==> src/rtl/game_mode_seq_if.sv <==
// Bundle of the game-mode sequencer's control inputs and status outputs.
// master drives the player/menu controls; slave is the sequencer itself.
interface game_mode_seq_if #(
  parameter int NUM_PLAYERS  = 2,
  parameter int LIFE_W       = 2,
  parameter int SCORE_DIGITS = 2
);
  logic                          p_tick;
  logic                          sel_single;
  logic                          sel_multi;
  logic [NUM_PLAYERS-1:0]        miss;
  logic                          hit;
  logic                          restart;
  logic                          cont_yes;
  logic                          cont_no;
  logic                          pause_btn;
  logic [2:0]                    state;
  logic [NUM_PLAYERS*LIFE_W-1:0] lives;
  logic [4*SCORE_DIGITS-1:0]     score;
  logic [1:0]                    winner;
  logic                          winner_valid;
  logic                          new_game;

  modport master (
    output p_tick, sel_single, sel_multi, miss, hit, restart, cont_yes, cont_no, pause_btn,
    input  state, lives, score, winner, winner_valid, new_game
  );

  modport slave (
    input  p_tick, sel_single, sel_multi, miss, hit, restart, cont_yes, cont_no, pause_btn,
    output state, lives, score, winner, winner_valid, new_game
  );
endinterface

==> src/rtl/game_mode_seq.sv <==
// Game mode sequencer: menu / single / multi / game-over / continue screens,
// per-player life counters and a BCD score for single-player mode.
// Mode changes happen only on p_tick; lives and score act on every clk.
// Optional feature: define GAME_PAUSE_EN to enable the PAUSE mode.
module game_mode_seq #(
  parameter int NUM_PLAYERS  = 2,
  parameter int LIFE_W       = 2,
  parameter int LIVES_INIT   = 3,
  parameter int SCORE_DIGITS = 2
) (
  input logic            clk,
  input logic            reset,
  game_mode_seq_if.slave bus
);

  typedef enum logic [2:0] {
    ST_MENU   = 3'd0,
    ST_SINGLE = 3'd1,
    ST_OVER   = 3'd2,
    ST_MULTI  = 3'd3,
    ST_CONT   = 3'd4,
    ST_PAUSE  = 3'd5
  } state_t;

  state_t                    state_reg, state_next;
  logic                      reload;        // combinational: transition reloads lives/score
  logic                      reload_go;     // reload actually taken this edge
  logic                      new_game_reg;
  logic [LIFE_W-1:0]         lives_reg [NUM_PLAYERS];
  logic [NUM_PLAYERS-1:0]    life_zero;
  logic [4*SCORE_DIGITS-1:0] score_reg, score_inc;
  logic [1:0]                winner_idx;
  logic                      winner_found;

`ifdef GAME_PAUSE_EN
  state_t pause_origin_reg;
  logic   pause_pend_reg;
  logic   pause_req;

  // A pause pulse may arrive between ticks; it is held until the next p_tick.
  assign pause_req = bus.pause_btn | pause_pend_reg;
`endif

  assign reload_go = bus.p_tick & reload;

  // Next-mode decision; reload flags the entries that start a fresh game.
  always_comb begin
    state_next = state_reg;
    reload     = 1'b0;
    case (state_reg)
      ST_MENU: begin
        if (bus.sel_single) begin
          state_next = ST_SINGLE;
          reload     = 1'b1;
        end else if (bus.sel_multi && (NUM_PLAYERS > 1)) begin
          state_next = ST_MULTI;
          reload     = 1'b1;
        end
      end
      ST_SINGLE: begin
        if (life_zero[0]) state_next = ST_OVER;
`ifdef GAME_PAUSE_EN
        else if (pause_req) state_next = ST_PAUSE;
`endif
      end
      ST_OVER: begin
        if (bus.restart) state_next = ST_MENU;
      end
      ST_MULTI: begin
        if (|life_zero) state_next = ST_CONT;
`ifdef GAME_PAUSE_EN
        else if (pause_req) state_next = ST_PAUSE;
`endif
      end
      ST_CONT: begin
        if (bus.cont_yes) begin
          state_next = ST_MULTI;
          reload     = 1'b1;
        end else if (bus.cont_no) begin
          state_next = ST_MENU;
        end
      end
`ifdef GAME_PAUSE_EN
      ST_PAUSE: begin
        if (pause_req) state_next = pause_origin_reg;
      end
`endif
      default: state_next = ST_MENU;
    endcase
  end

  // Mode register advances only on pixel ticks; reset wins regardless of p_tick.
  always_ff @(posedge clk) begin
    if (!reset) begin
      state_reg    <= ST_MENU;
      new_game_reg <= 1'b0;
    end else begin
      if (bus.p_tick) state_reg <= state_next;
      new_game_reg <= reload_go;
    end
  end

`ifdef GAME_PAUSE_EN
  // Remember where the pause came from, and latch pause requests between ticks.
  always_ff @(posedge clk) begin
    if (!reset) begin
      pause_origin_reg <= ST_SINGLE;
      pause_pend_reg   <= 1'b0;
    end else begin
      if (bus.p_tick && (state_next == ST_PAUSE) && (state_reg != ST_PAUSE))
        pause_origin_reg <= state_reg;
      pause_pend_reg <= !bus.p_tick && pause_req &&
                        ((state_reg == ST_SINGLE) || (state_reg == ST_MULTI) ||
                         (state_reg == ST_PAUSE));
    end
  end
`endif

  // One saturating life counter per player; only player 0 counts in single mode.
  generate
    for (genvar gi = 0; gi < NUM_PLAYERS; gi++) begin : g_life
      logic dec_en;
      assign dec_en = bus.miss[gi] &&
                      ((state_reg == ST_MULTI) || ((state_reg == ST_SINGLE) && (gi == 0)));
      assign life_zero[gi] = (lives_reg[gi] == '0);
      assign bus.lives[gi*LIFE_W +: LIFE_W] = lives_reg[gi];

      // Reload on a fresh game, otherwise count misses down to zero.
      always_ff @(posedge clk) begin
        if (!reset)                      lives_reg[gi] <= LIFE_W'(LIVES_INIT);
        else if (reload_go)              lives_reg[gi] <= LIFE_W'(LIVES_INIT);
        else if (dec_en && !life_zero[gi]) lives_reg[gi] <= lives_reg[gi] - 1'b1;
      end
    end
  endgenerate

  // BCD increment: ripple a carry through the digits, 9 rolls over to 0.
  always_comb begin
    logic carry;
    score_inc = score_reg;
    carry     = 1'b1;
    for (int d = 0; d < SCORE_DIGITS; d++) begin
      if (carry) begin
        if (score_reg[4*d +: 4] == 4'd9) begin
          score_inc[4*d +: 4] = 4'd0;
        end else begin
          score_inc[4*d +: 4] = score_reg[4*d +: 4] + 4'd1;
          carry = 1'b0;
        end
      end
    end
  end

  // Score clears on a fresh game and counts paddle hits only in single mode.
  always_ff @(posedge clk) begin
    if (!reset)                                   score_reg <= '0;
    else if (reload_go)                           score_reg <= '0;
    else if (bus.hit && (state_reg == ST_SINGLE)) score_reg <= score_inc;
  end

  // Winner is the lowest-numbered player still holding a life.
  always_comb begin
    winner_idx   = 2'd0;
    winner_found = 1'b0;
    for (int i = NUM_PLAYERS - 1; i >= 0; i--) begin
      if (!life_zero[i]) begin
        winner_idx   = 2'(i);
        winner_found = 1'b1;
      end
    end
  end

  assign bus.state        = state_reg;
  assign bus.score        = score_reg;
  assign bus.new_game     = new_game_reg;
  assign bus.winner       = (state_reg == ST_CONT) ? winner_idx : 2'd0;
  assign bus.winner_valid = (state_reg == ST_CONT) && winner_found;

endmodule

==> src/flat_wrapper.sv <==
// flat-port wrapper written by rule: the top's interface ports become plain ports
module game_mode_seq_flat 
#(
  parameter int NUM_PLAYERS  = 2,
  parameter int LIFE_W       = 2,
  parameter int LIVES_INIT   = 3,
  parameter int SCORE_DIGITS = 2
)
  (clk, reset, bus_p_tick, bus_sel_single, bus_sel_multi, bus_miss, bus_hit, bus_restart, bus_cont_yes, bus_cont_no, bus_pause_btn, bus_state, bus_lives, bus_score, bus_winner, bus_winner_valid, bus_new_game);
  game_mode_seq_if #(.NUM_PLAYERS(NUM_PLAYERS), .LIFE_W(LIFE_W), .SCORE_DIGITS(SCORE_DIGITS)) bus_i ();
  input logic clk;
  input logic reset;
  input wire logic [$bits(bus_i.p_tick)-1:0] bus_p_tick;
  input wire logic [$bits(bus_i.sel_single)-1:0] bus_sel_single;
  input wire logic [$bits(bus_i.sel_multi)-1:0] bus_sel_multi;
  input wire logic [$bits(bus_i.miss)-1:0] bus_miss;
  input wire logic [$bits(bus_i.hit)-1:0] bus_hit;
  input wire logic [$bits(bus_i.restart)-1:0] bus_restart;
  input wire logic [$bits(bus_i.cont_yes)-1:0] bus_cont_yes;
  input wire logic [$bits(bus_i.cont_no)-1:0] bus_cont_no;
  input wire logic [$bits(bus_i.pause_btn)-1:0] bus_pause_btn;
  output wire logic [$bits(bus_i.state)-1:0] bus_state;
  output wire logic [$bits(bus_i.lives)-1:0] bus_lives;
  output wire logic [$bits(bus_i.score)-1:0] bus_score;
  output wire logic [$bits(bus_i.winner)-1:0] bus_winner;
  output wire logic [$bits(bus_i.winner_valid)-1:0] bus_winner_valid;
  output wire logic [$bits(bus_i.new_game)-1:0] bus_new_game;
  assign bus_i.p_tick = bus_p_tick;
  assign bus_i.sel_single = bus_sel_single;
  assign bus_i.sel_multi = bus_sel_multi;
  assign bus_i.miss = bus_miss;
  assign bus_i.hit = bus_hit;
  assign bus_i.restart = bus_restart;
  assign bus_i.cont_yes = bus_cont_yes;
  assign bus_i.cont_no = bus_cont_no;
  assign bus_i.pause_btn = bus_pause_btn;
  assign bus_state = bus_i.state;
  assign bus_lives = bus_i.lives;
  assign bus_score = bus_i.score;
  assign bus_winner = bus_i.winner;
  assign bus_winner_valid = bus_i.winner_valid;
  assign bus_new_game = bus_i.new_game;
  game_mode_seq #(.NUM_PLAYERS(NUM_PLAYERS), .LIFE_W(LIFE_W), .LIVES_INIT(LIVES_INIT), .SCORE_DIGITS(SCORE_DIGITS)) u_core (.clk(clk), .reset(reset), .bus(bus_i));
endmodule
==> config.mk <==
export PLATFORM = sky130hd
export DESIGN_NAME = game_mode_seq_flat
export DESIGN_NICKNAME = d
export VERILOG_FILES = /design/src/rtl/game_mode_seq_if.sv /design/src/rtl/game_mode_seq.sv /design/src/flat_wrapper.sv
export SDC_FILE = /design/constraint.sdc
export NUM_CORES = 1
export LEC_CHECK = 0
export ABC_AREA = 1
export BUFFER_PORTS_ARGS = -buffer_cell sky130_fd_sc_hd__buf_2
export CAP_MARGIN = 40
export CORE_MARGIN = 5
export CORE_UTILIZATION = 44
export DETAILED_ROUTE_END_ITERATION = 10
export PLACE_DENSITY = 0.74
export SYNTH_ARGS = -nofsm -noshare
export SYNTH_HDL_FRONTEND = slang
export SYNTH_SLANG_ARGS = --single-unit
export TNS_END_PERCENT = 1
==> constraint.sdc <==
create_clock -name clk -period 1.3 [get_ports clk]
set_input_delay 0.065 -clock clk [delete_from_list [all_inputs] [get_ports clk]]
set_output_delay 0.065 -clock clk [all_outputs]
set_load 0.02 [all_outputs]
==> flow_metrics.tcl <==
set metrics [dict create \
    dr.pass1.iters 4 \
    failed_checks "setup timing" \
    gp_congestion 0.767 \
    cap_violations 0 \
    number_of_flip_flops_under_the_largest_register_name 8 \
    final_nets 187 \
    worst-r2r-setup-slack_ps -10 \
    die_width_um 55.8 \
    power.share.switching_pct 29.3 \
    combinational_share_of_power_pct 21.5 \
    slew_violations 0 \
    cts_max_path_buffers 2 \
    holdBufCountCts 0 \
    timing.rr.start "u_core.bus.state[0]" \
    critPathArrivalTime_ps 1290 \
    n_antenna_cell 0 \
    total_leakage_power_uw 0.000564 \
    run_status "finished, violations left" \
    setup_violations 6 \
    finish.instance_area_um2 1250 \
    cts_inserted_buffers 3 \
    placed_area_um2 1130 \
    fin_crit_ps 1360 \
    route.detailed.wl_per_inst_um 11.4 \
    routed_wirelength_um 2270 \
    max_freq_mhz 737 \
    yosys.cell_types.count 24 \
    min_delay_worst_endpoint "u_core.bus.score[7]" \
    multi_input_logic_area_um2 526 \
    clock_insertion_delay_worst_skew_ps 280 \
    grt_setup_unrepaired "yes" \
    clk_transition_reported_paths_ps 100 \
    seq_total_area_yosys_pct 39.0 \
    drt-initial-drc-count 23 \
    start_kind "flip-flop" \
    power.density_nw_per_um2 815 \
    critPathRequiredTime_ps 1240 \
    worst_hold_path_type "in2reg" \
    detailed_route_drc_error_count 0 \
    post_synth_instance_area_um2 925 \
    post_route_cells_drive_above_1_share_pct 40.7 \
    p_int_uw 718 \
    seq_power_share_pct 52.8 \
    netlist_instances 134 \
    vdd.ir_drop.worst_mv 0.571 \
    min_from "reset" \
    cts_tree "yes" \
    io_buffers 28 \
    design.die.area_um2 3120 \
    grt.overflow.total 0 \
    track_usage_pct 15.0 \
    clk_root_buffer_cell "sky130_fd_sc_hd__clkbuf_4" \
    timing_hold_violations_final 0 \
    critPathMaxFanout 5 \
    area.sequential_um2 365 \
    synth_seq_cells 16 \
    cts_max_level 1 \
    start_util_pct 46.7 \
    worstRegToRegCells 6 \
    crit-reg2reg-capture "u_core.lives_reg[1][0]" \
    finalClockSkew_ps 13.3 \
    power_switching_uw 297 \
    postSynthNetCount 148 \
    synth-warning-count 0 \
    synth_enable_flop_cells 4 \
    number_of_rows_in_the_core_area 16 \
    finalCritPeriodShare_pct 104 \
    worstSetupEndpointType "output port" \
    drtAntennaViolNets 0 \
    clock-sinks 16 \
    setup_slack_ps -57.8 \
    min_delay_path_depth 3 \
    ios 31 \
    post-dp-hpwl_um 1680 \
    die-height_um 55.8 \
    num-fill-cells 185 \
    floorplan.core_area_um2 1980 \
    synthArstFlopShare_pct 0 \
    grt_pass1_vias 964 \
    dr_total_vias 977 \
    p_clk_share_pct 25.8 \
    area_growth_pct 34.8 \
    grt_first_pass_wirelength_um 3840 \
    pre_cts_ws_ps -17.6 \
    critPathKind "reg2out" \
    post-place-cells 192 \
    drt-vias-per-instance 4.91 \
    synthFlopType "sky130_fd_sc_hd__dfxtp_1" \
    synth_area_per_cell_um2 6.90 \
    initial_antenna_violation_count 0 \
    post_layout_nonfiller_instances 199 \
    pin_count_of_the_biggest_net_entering_global_routing 10 \
]
## layer usage
layer  up-vias  part of all wire [%]  track usage, %
li1        498                     -               -
met1       441                    41            17.4
met2        34                    50            25.7
met3         4                   7.3            4.18
met4         0                   1.5            6.10
met5         -                     0               0
## through the flow
step	TNS, ps	util [%]	hold WS [ps]	power [uW]
floorplan	-312	-	265	667
finish	-93.6	62.9	106	1020
global placement	0	57.1	401	729
CTS	-29.6	60.7	93.8	1010
global route	-698	62.9	103	1070
detailed placement	-36.7	57.1	403	733
## area by class of cell
class                           instances  share of cell area [%]
Multi-Input combinational cell         92                    42.2
Sequential cell                        16                    29.3
Timing Repair Buffer                   36                    16.5
Inverter                               24                    7.23
Tap cell                               27                    2.71
Clock buffer                            3                    1.81
Clock inverter                          1                   0.301
## cells in the final DEF, fill, tap and decap left out
master,instances
sky130_fd_sc_hd__nand4_1,3
sky130_fd_sc_hd__clkinv_1,1
sky130_fd_sc_hd__inv_2,6
sky130_fd_sc_hd__nor2_2,2
sky130_fd_sc_hd__inv_1,18
sky130_fd_sc_hd__nand3_2,4
sky130_fd_sc_hd__nand3_1,12
sky130_fd_sc_hd__a21oi_2,1
sky130_fd_sc_hd__a21oi_1,8
sky130_fd_sc_hd__dfxtp_4,1
sky130_fd_sc_hd__and2_1,1
sky130_fd_sc_hd__clkbuf_4,3
sky130_fd_sc_hd__ha_4,1
sky130_fd_sc_hd__buf_2,26
sky130_fd_sc_hd__o21ai_2,1
sky130_fd_sc_hd__buf_4,10
sky130_fd_sc_hd__dfxtp_1,10
sky130_fd_sc_hd__nor3_1,2
sky130_fd_sc_hd__edfxtp_1,4
sky130_fd_sc_hd__xor2_1,1
sky130_fd_sc_hd__o21bai_2,1
sky130_fd_sc_hd__ha_2,1
sky130_fd_sc_hd__nor3_2,1
sky130_fd_sc_hd__nand2_2,6
sky130_fd_sc_hd__dfxtp_2,1
sky130_fd_sc_hd__nor2_4,4
sky130_fd_sc_hd__or2_2,1
sky130_fd_sc_hd__o21ai_0,3
sky130_fd_sc_hd__nor2_1,10
sky130_fd_sc_hd__nand2_1,28
sky130_fd_sc_hd__conb_1,1
## synth_stat cells (2+ instances only)
library cell | instances | share of area (%)
sky130_fd_sc_hd__nand2_1 | 29 | 12
sky130_fd_sc_hd__edfxtp_1 | 4 | 13
sky130_fd_sc_hd__nor3_1 | 3 | 1.6
sky130_fd_sc_hd__o21ai_0 | 3 | 1.6
sky130_fd_sc_hd__a21oi_1 | 9 | 4.9
sky130_fd_sc_hd__nor2_1 | 13 | 5.3
sky130_fd_sc_hd__nand3_1 | 15 | 8.1
sky130_fd_sc_hd__nand2_2 | 5 | 3.4
sky130_fd_sc_hd__inv_1 | 23 | 9.3
sky130_fd_sc_hd__nor2_4 | 2 | 2.4
sky130_fd_sc_hd__ha_1 | 2 | 2.7
sky130_fd_sc_hd__dfxtp_1 | 12 | 26
sky130_fd_sc_hd__nand4_1 | 3 | 2.0
## worst max-delay path, stage by stage (launching register included)
cell and delay, ps:
sky130_fd_sc_hd__dfxtp_4 380, sky130_fd_sc_hd__nor2_4 90, sky130_fd_sc_hd__buf_4 120, sky130_fd_sc_hd__nand2_2 60, sky130_fd_sc_hd__nor3_2 180, sky130_fd_sc_hd__buf_4 170
## worst max path at each step
| stage | startpoint | to | slack [ps] | depth (start not counted) |
|---|---|---|---|---|
| 2_1_floorplan | u_core.lives_reg[0][0] | bus_winner[0] | -40 | 4 |
| 3_3_place_gp | u_core.bus.state[0] | u_core.bus.score[2] | 9 | 8 |
| 3_5_place_dp | u_core.bus.state[0] | u_core.bus.score[7] | -20 | 8 |
| 4_1_cts | u_core.lives_reg[0][0] | bus_winner[0] | -30 | 5 |
| 5_1_grt | u_core.bus.state[0] | bus_winner[0] | -120 | 5 |
| 6_report | u_core.bus.state[0] | bus_winner[0] | -60 | 5 |
## power groups by stage
| stage | combinational, uW | clock (uW) | sequential, uW |
|---|---|---|---|
| final | 218 | 262 | 536 |
| after global routing | 239 | 298 | 538 |
| after CTS | 204 | 272 | 535 |
| after detailed placement | 189 | 0 | 544 |
| after global placement | 184 | 0 | 544 |
| after floorplan | 107 | 0 | 560 |
## cell families (layout without fill, tap and decap cells)
family / Yosys count / after routing / share of synthesized area (%)
buffers and inverters: 26 / 64 / 11.0
DFF: 16 / 16 / 39.0
and+or+nand+nor: 74 / 74 / 37.8
adders and majority gates: 2 / 2 / 2.71
other: 1 / 1 / 0.406
xor gates and xnor gates: 1 / 1 / 0.947
AOI/OAI and AO/OA: 14 / 14 / 8.25
## repair_timing
action                     CTS  global route
setup endpoints to repair   12            18
resized for setup           11            12
pin swaps                    3             4
buffers inserted             2             1
hold endpoints to repair     0             0
(Power assumes the default switching activity.)
